**config.mk**
```make
export PLATFORM = sky130hd
export DESIGN_NAME = nvram_upload_reader
export DESIGN_NICKNAME = d
export VERILOG_FILES = /design/src/rtl/nvram_upload_reader.sv
export SDC_FILE = /design/constraint.sdc
export NUM_CORES = 1
export LEC_CHECK = 0
export BUFFER_PORTS_ARGS = -buffer_cell sky130_fd_sc_hd__buf_2
export CAP_MARGIN = 20
export CORE_AREA = 2 2 57 73
export DETAILED_ROUTE_END_ITERATION = 12
export DIE_AREA = 0 0 59 75
export PLACE_DENSITY = 0.86
export SLEW_MARGIN = 5
export SYNTH_ARGS = -nofsm -noshare
export SYNTH_HDL_FRONTEND = slang
export SYNTH_SLANG_ARGS = --single-unit
```
**constraint.sdc**
```tcl
create_clock -name clk_sys -period 4.6 [get_ports clk_sys]
set_input_delay 0.92 -clock clk_sys [delete_from_list [all_inputs] [get_ports clk_sys]]
set_output_delay 0.92 -clock clk_sys [all_outputs]
set_load 0.02 [all_outputs]
```
**src/rtl/nvram_upload_reader.sv**
```systemverilog
// nvram_upload_reader: serves hps_io ioctl upload reads from the game's save RAM
// Ports: clk_sys/reset (sync, active-high); ioctl_upload/ioctl_index/ioctl_addr/ioctl_rd
// in from hps_io, ioctl_din/ioctl_wait back to it; ram_addr/ram_rd/ram_q to the save RAM;
// pause_req holds the core during a session; checksum is the byte sum; done pulses at end.
module nvram_upload_reader #(
    parameter int         AW           = 10,
    parameter int         SIZE         = 1024,
    parameter logic [7:0] UPLOAD_INDEX = 8'd4,
    parameter int         RAM_LAT      = 1,
    parameter logic [7:0] FILL         = 8'hFF
) (
    input  logic          clk_sys,
    input  logic          reset,
    input  logic          ioctl_upload,
    input  logic [7:0]    ioctl_index,
    input  logic [24:0]   ioctl_addr,
    input  logic          ioctl_rd,
    output logic [7:0]    ioctl_din,
    output logic          ioctl_wait,
    output logic [AW-1:0] ram_addr,
    output logic          ram_rd,
    input  logic [7:0]    ram_q,
    output logic          pause_req,
    output logic [7:0]    checksum,
    output logic          done
);
    typedef enum logic [1:0] {IDLE, READY, FETCH, CAPTURE} state_t;
    localparam logic [25:0] SZ   = 26'(SIZE);
    localparam logic [1:0]  LAST = 2'(RAM_LAT - 1);
    state_t     state;
    logic [1:0] cnt;
    logic       sel;
    logic       in_range;
    logic       accept;
    assign sel      = ioctl_upload && (ioctl_index == UPLOAD_INDEX);
    assign in_range = {1'b0, ioctl_addr} < SZ;
    assign accept   = sel && (state == READY) && ioctl_rd;
    // wait covers the request cycle itself, so it depends combinationally on ioctl_rd
    assign ioctl_wait = (accept && in_range) || (state == FETCH) || (state == CAPTURE);
    always_ff @(posedge clk_sys) begin
        if (reset) begin
            state     <= IDLE;
            cnt       <= 2'd0;
            ioctl_din <= 8'h00;
            ram_addr  <= '0;
            ram_rd    <= 1'b0;
            pause_req <= 1'b0;
            checksum  <= 8'h00;
            done      <= 1'b0;
        end else begin
            ram_rd <= 1'b0;
            done   <= 1'b0;
            // losing sel (upload drop or index change) aborts without touching din/checksum
            if (state != IDLE && !sel) begin
                state     <= IDLE;
                pause_req <= 1'b0;
                done      <= 1'b1;
            end else begin
                case (state)
                    IDLE: if (sel) begin
                        state     <= READY;
                        pause_req <= 1'b1;
                        checksum  <= 8'h00;
                    end
                    READY: if (ioctl_rd) begin
                        if (in_range) begin
                            ram_addr <= ioctl_addr[AW-1:0];
                            ram_rd   <= 1'b1;
                            cnt      <= 2'd0;
                            state    <= FETCH;
                        end else begin
                            ioctl_din <= FILL;
                            checksum  <= checksum + FILL;
                        end
                    end
                    FETCH: if (cnt == LAST) state <= CAPTURE; else cnt <= cnt + 2'd1;
                    CAPTURE: begin
                        ioctl_din <= ram_q;
                        checksum  <= checksum + ram_q;
                        state     <= READY;
                    end
                endcase
            end
        end
    end
endmodule
```
==> summary.md <==
| Metric | Value |
|---|---|
| Worst-margin pin slew | 0.6081 ns |
| Drt pass-1 iters | 4 |
| Top-area cell type share of the netlist area | 36.07% |
| Sequential Power Share | 44.7% |
| Tot GR Track Use | 20.59% |
| Area leader, netlist | dfxtp_1 |
| Critical path class | input pin to output pin |
| Compound-Gate Fraction of Synth Area | 11.13% |
| Number of global-route vias before repair | 1672 |
| Placed inst area | 0.002227 mm2 |
| Post-route minimum period | 3.060 ns |
| Final setup fails | 0 |
| Clk root buf | clkbuf_8 |
| Clock buffer depth | 2 |
| Synth Area in Adders | 9.973% |
| Initial antenna violation count | 0 |
| Worst-path clk slew | 0.07 ns |
| Largest net degree at the start of global routing | 34 |
| Clock sink count | 33 |
| Worst vdd ir | 0.2627 mV |
| Cell row count | 25 |
| Crit start category | input pin |
| Fin. Hold Viols | 0 |
| Vias per inst | 5.339 |
| Hpwl dp | 3.135 mm |
| R2R Setup Slk | 1.55 ns |
| First-pass GRT wire length | 6.948 mm |
| Largest family of logic cells by synthesized area | simple AND/OR/NAND/NOR gates |
| Synth area leaders | dfxtp_1 36%, mux2i_1 9.3%, ha_1 8.9%, nor2_1 6.4%, nand2b_1 3.4% |
| DR WL/cell | 12.78 um |
| Synth Register Bits | 33 |
| NetSw | 0.2156 mW |
| Fin area | 0.002313 mm2 |
| RSZ-0062 raised after global routing | no |
| FF/Latch Area | 660.6 um2 |
| Slew HR | 59.35% |
| Gates resized, CTS repair | 0 |
| Multi-input logic area | 0.001105 mm2 |
| CTS tree | done |
| Crit-path max FO | 3 |
| Leak | 1.115 nW |
| Clk pwr share | 30.6% |
| Core ar. | 0.003691 mm2 |
| Nets | 335 |
| Detailed Route WL | 4.039 mm |
| Worst Path Arrival | 2.14 ns |
| Die Span X | 59 um |
| Chip height | 75 um |
| Mux cell area share after synthesis | 10.52% |
| Max Freq | 326.8 MHz |
| Num CTS Buffers | 5 |
| Post-Synth XOR/XNOR Area | 1.434% |
| Post-CTS Setup Bufs | 0 |
| Synthesized Nets | 260 |
| CP Capture Type | output pin |
| Slew Limit Fails | 0 |
| Synth Instances | 201 |
| Grt total ovfl | 0 |
| Seq/Total Area, Yosys | 36.07% |
| HP Class | flip-flop to flip-flop |
| Hold Buf Count CTS | 0 |
| Setup TNS | 0 ns |
| Pre-CTS setup slack | 1.572 ns |
| Initial core utilization | 49.63% |
| Synth-to-layout area growth | 26.30% |
| Outcome | finished, final reports clean |
| Netlist cell types | 40 |
| Worst Skew | 0.005144 ns |
| Vias | 1687 |
| Post-Syn Area | 0.001832 mm2 |
| Combinational share of power | 24.7% |
| Fin Hold WS | 0.4687 ns |
| H-tree levels | 2 |
| Ys Warns | 0 |
| Placed insts | 309 |
| Die area | 0.004425 mm2 |
| Post-route ant nets | 0 |
| Clk_lat worst skew | 0.28 ns |
| Final WS setup | 1.540 ns |
| Buffers added on ports | 74 |
| Area share of and/or/nand/nor cells after synthesis | 27.25% |
| Syn_area_per_cell | 9.113 um2 |
| Final period util | 66.51% |
| Top Ports | 75 |
| GPL Wtd Cong | 0.7605 |
| Antenna cells | 0 |
| CP Data Required Time | 3.68 ns |
| Ratio of cells with drive above 1 in the final layout | 32.25% |
| Finished Layout Cells | 316 |
| P_int | 0.5012 mW |
| DRC Markers | 0 |
| Power Density | 309.8 mW/mm2 |
| Max cap viols | 0 |
| Sw Share | 30.07% |
| Fillers | 339 |
| DR iter-0 viols | 35 |
==> cell families after synthesis <==
| kind of cell | count (synthesis) |
|---|---|
| and+or+nand+nor | 87 |
| DFF | 33 |
| AOI/OAI and AO/OA | 28 |
| muxes | 19 |
| buffers and inverters | 17 |
| adders and majority gates | 14 |
| xor gates and xnor gates | 3 |
==> synthesized netlist by cell type, drive strengths merged <==
cell     number
xnor2         1
nor2         31
or3           1
a41o          1
nor3b         2
a221oi        1
o41ai         1
or4b          1
nor4b         3
mux2          2
ha           13
nand2b       10
o21a          1
a2111oi       2
a211oi        2
and4          2
clkbuf        3
nor4          6
dfxtp        33
o21ai         4
buf           3
xor2          2
nand3         6
nand2         8
nor3          8
a21oi        12
mux2i        17
o211ai        1
a22oi         2
fa            1
a211o         1
nand4b        1
and2          1
nor2b         7
inv          11
==> final cells by class <==
| cell class | count | area share (%) |
|---|---|---|
| Clock buffer | 7 | 3.732 |
| Timing Repair Buffer | 74 | 16.01 |
| Tap cell | 40 | 2.163 |
| Inverter | 11 | 1.785 |
| Multi-Input combinational cell | 151 | 47.76 |
| Sequential cell | 33 | 28.56 |
==> through the flow <==
stage,power (mW),utilization [%]
floorplan,0.4481,-
finish,0.7168,62.68
detailed placement,0.5058,60.34
CTS,0.7225,62.68
global placement,0.5012,60.34
global route,0.7568,62.68
==> power by group through the flow <==
stage	clock network [mW]	logic (mW)	registers [mW]
final	0.219	0.177	0.320
after global routing	0.238	0.196	0.324
after CTS	0.222	0.179	0.321
after detailed placement	0	0.179	0.327
after global placement	0	0.176	0.325
after floorplan	0	0.0974	0.351
==> sequential cells by signal, summed over array words and instances (netlist names) <==
signal / count
checksum: 8
cnt: 2
done: 1
ioctl_din: 8
pause_req: 1
ram_addr: 10
ram_rd: 1
state: 2
==> placed cells by master (no fill, tap or decap), drive strengths merged, types with 8 or more instances in the layout <==
cell type   n
a21oi      12
buf        74
dfxtp      33
ha         13
inv        11
mux2i      17
nand2       8
nand2b     10
nor2       31
nor3        8
==> per-layer routing <==
layer	global-route usage, %	routed length, um	vias to the layer above
li1	-	-	858
met1	21.50	1608	767
met2	37.16	2066	49
met3	5.842	233	13
met4	10.61	131	0
met5	0	0	-
==> critical path: stages <==
cell and delay, ns:
buf_2 0.10, nor4_1 0.39, and4_1 0.24, nand3_1 0.09, o21ai_0 0.20, buf_2 0.20
==> final timing paths <==
| path | start | end | depth (start not counted) |
|---|---|---|---|
| setup reg to reg | state[0]$_SDFFE_PP0P_ | checksum[7]$_SDFFE_PP0P_ | 10 |
| hold reg to reg | checksum[3]$_SDFFE_PP0P_ | checksum[3]$_SDFFE_PP0P_ | 2 |
| setup / recovery | ioctl_addr[23] | ioctl_wait | 6 |
| hold / removal | checksum[3]$_SDFFE_PP0P_ | checksum[3]$_SDFFE_PP0P_ | 2 |
Note: power is estimated with default switching activity, not from simulation.
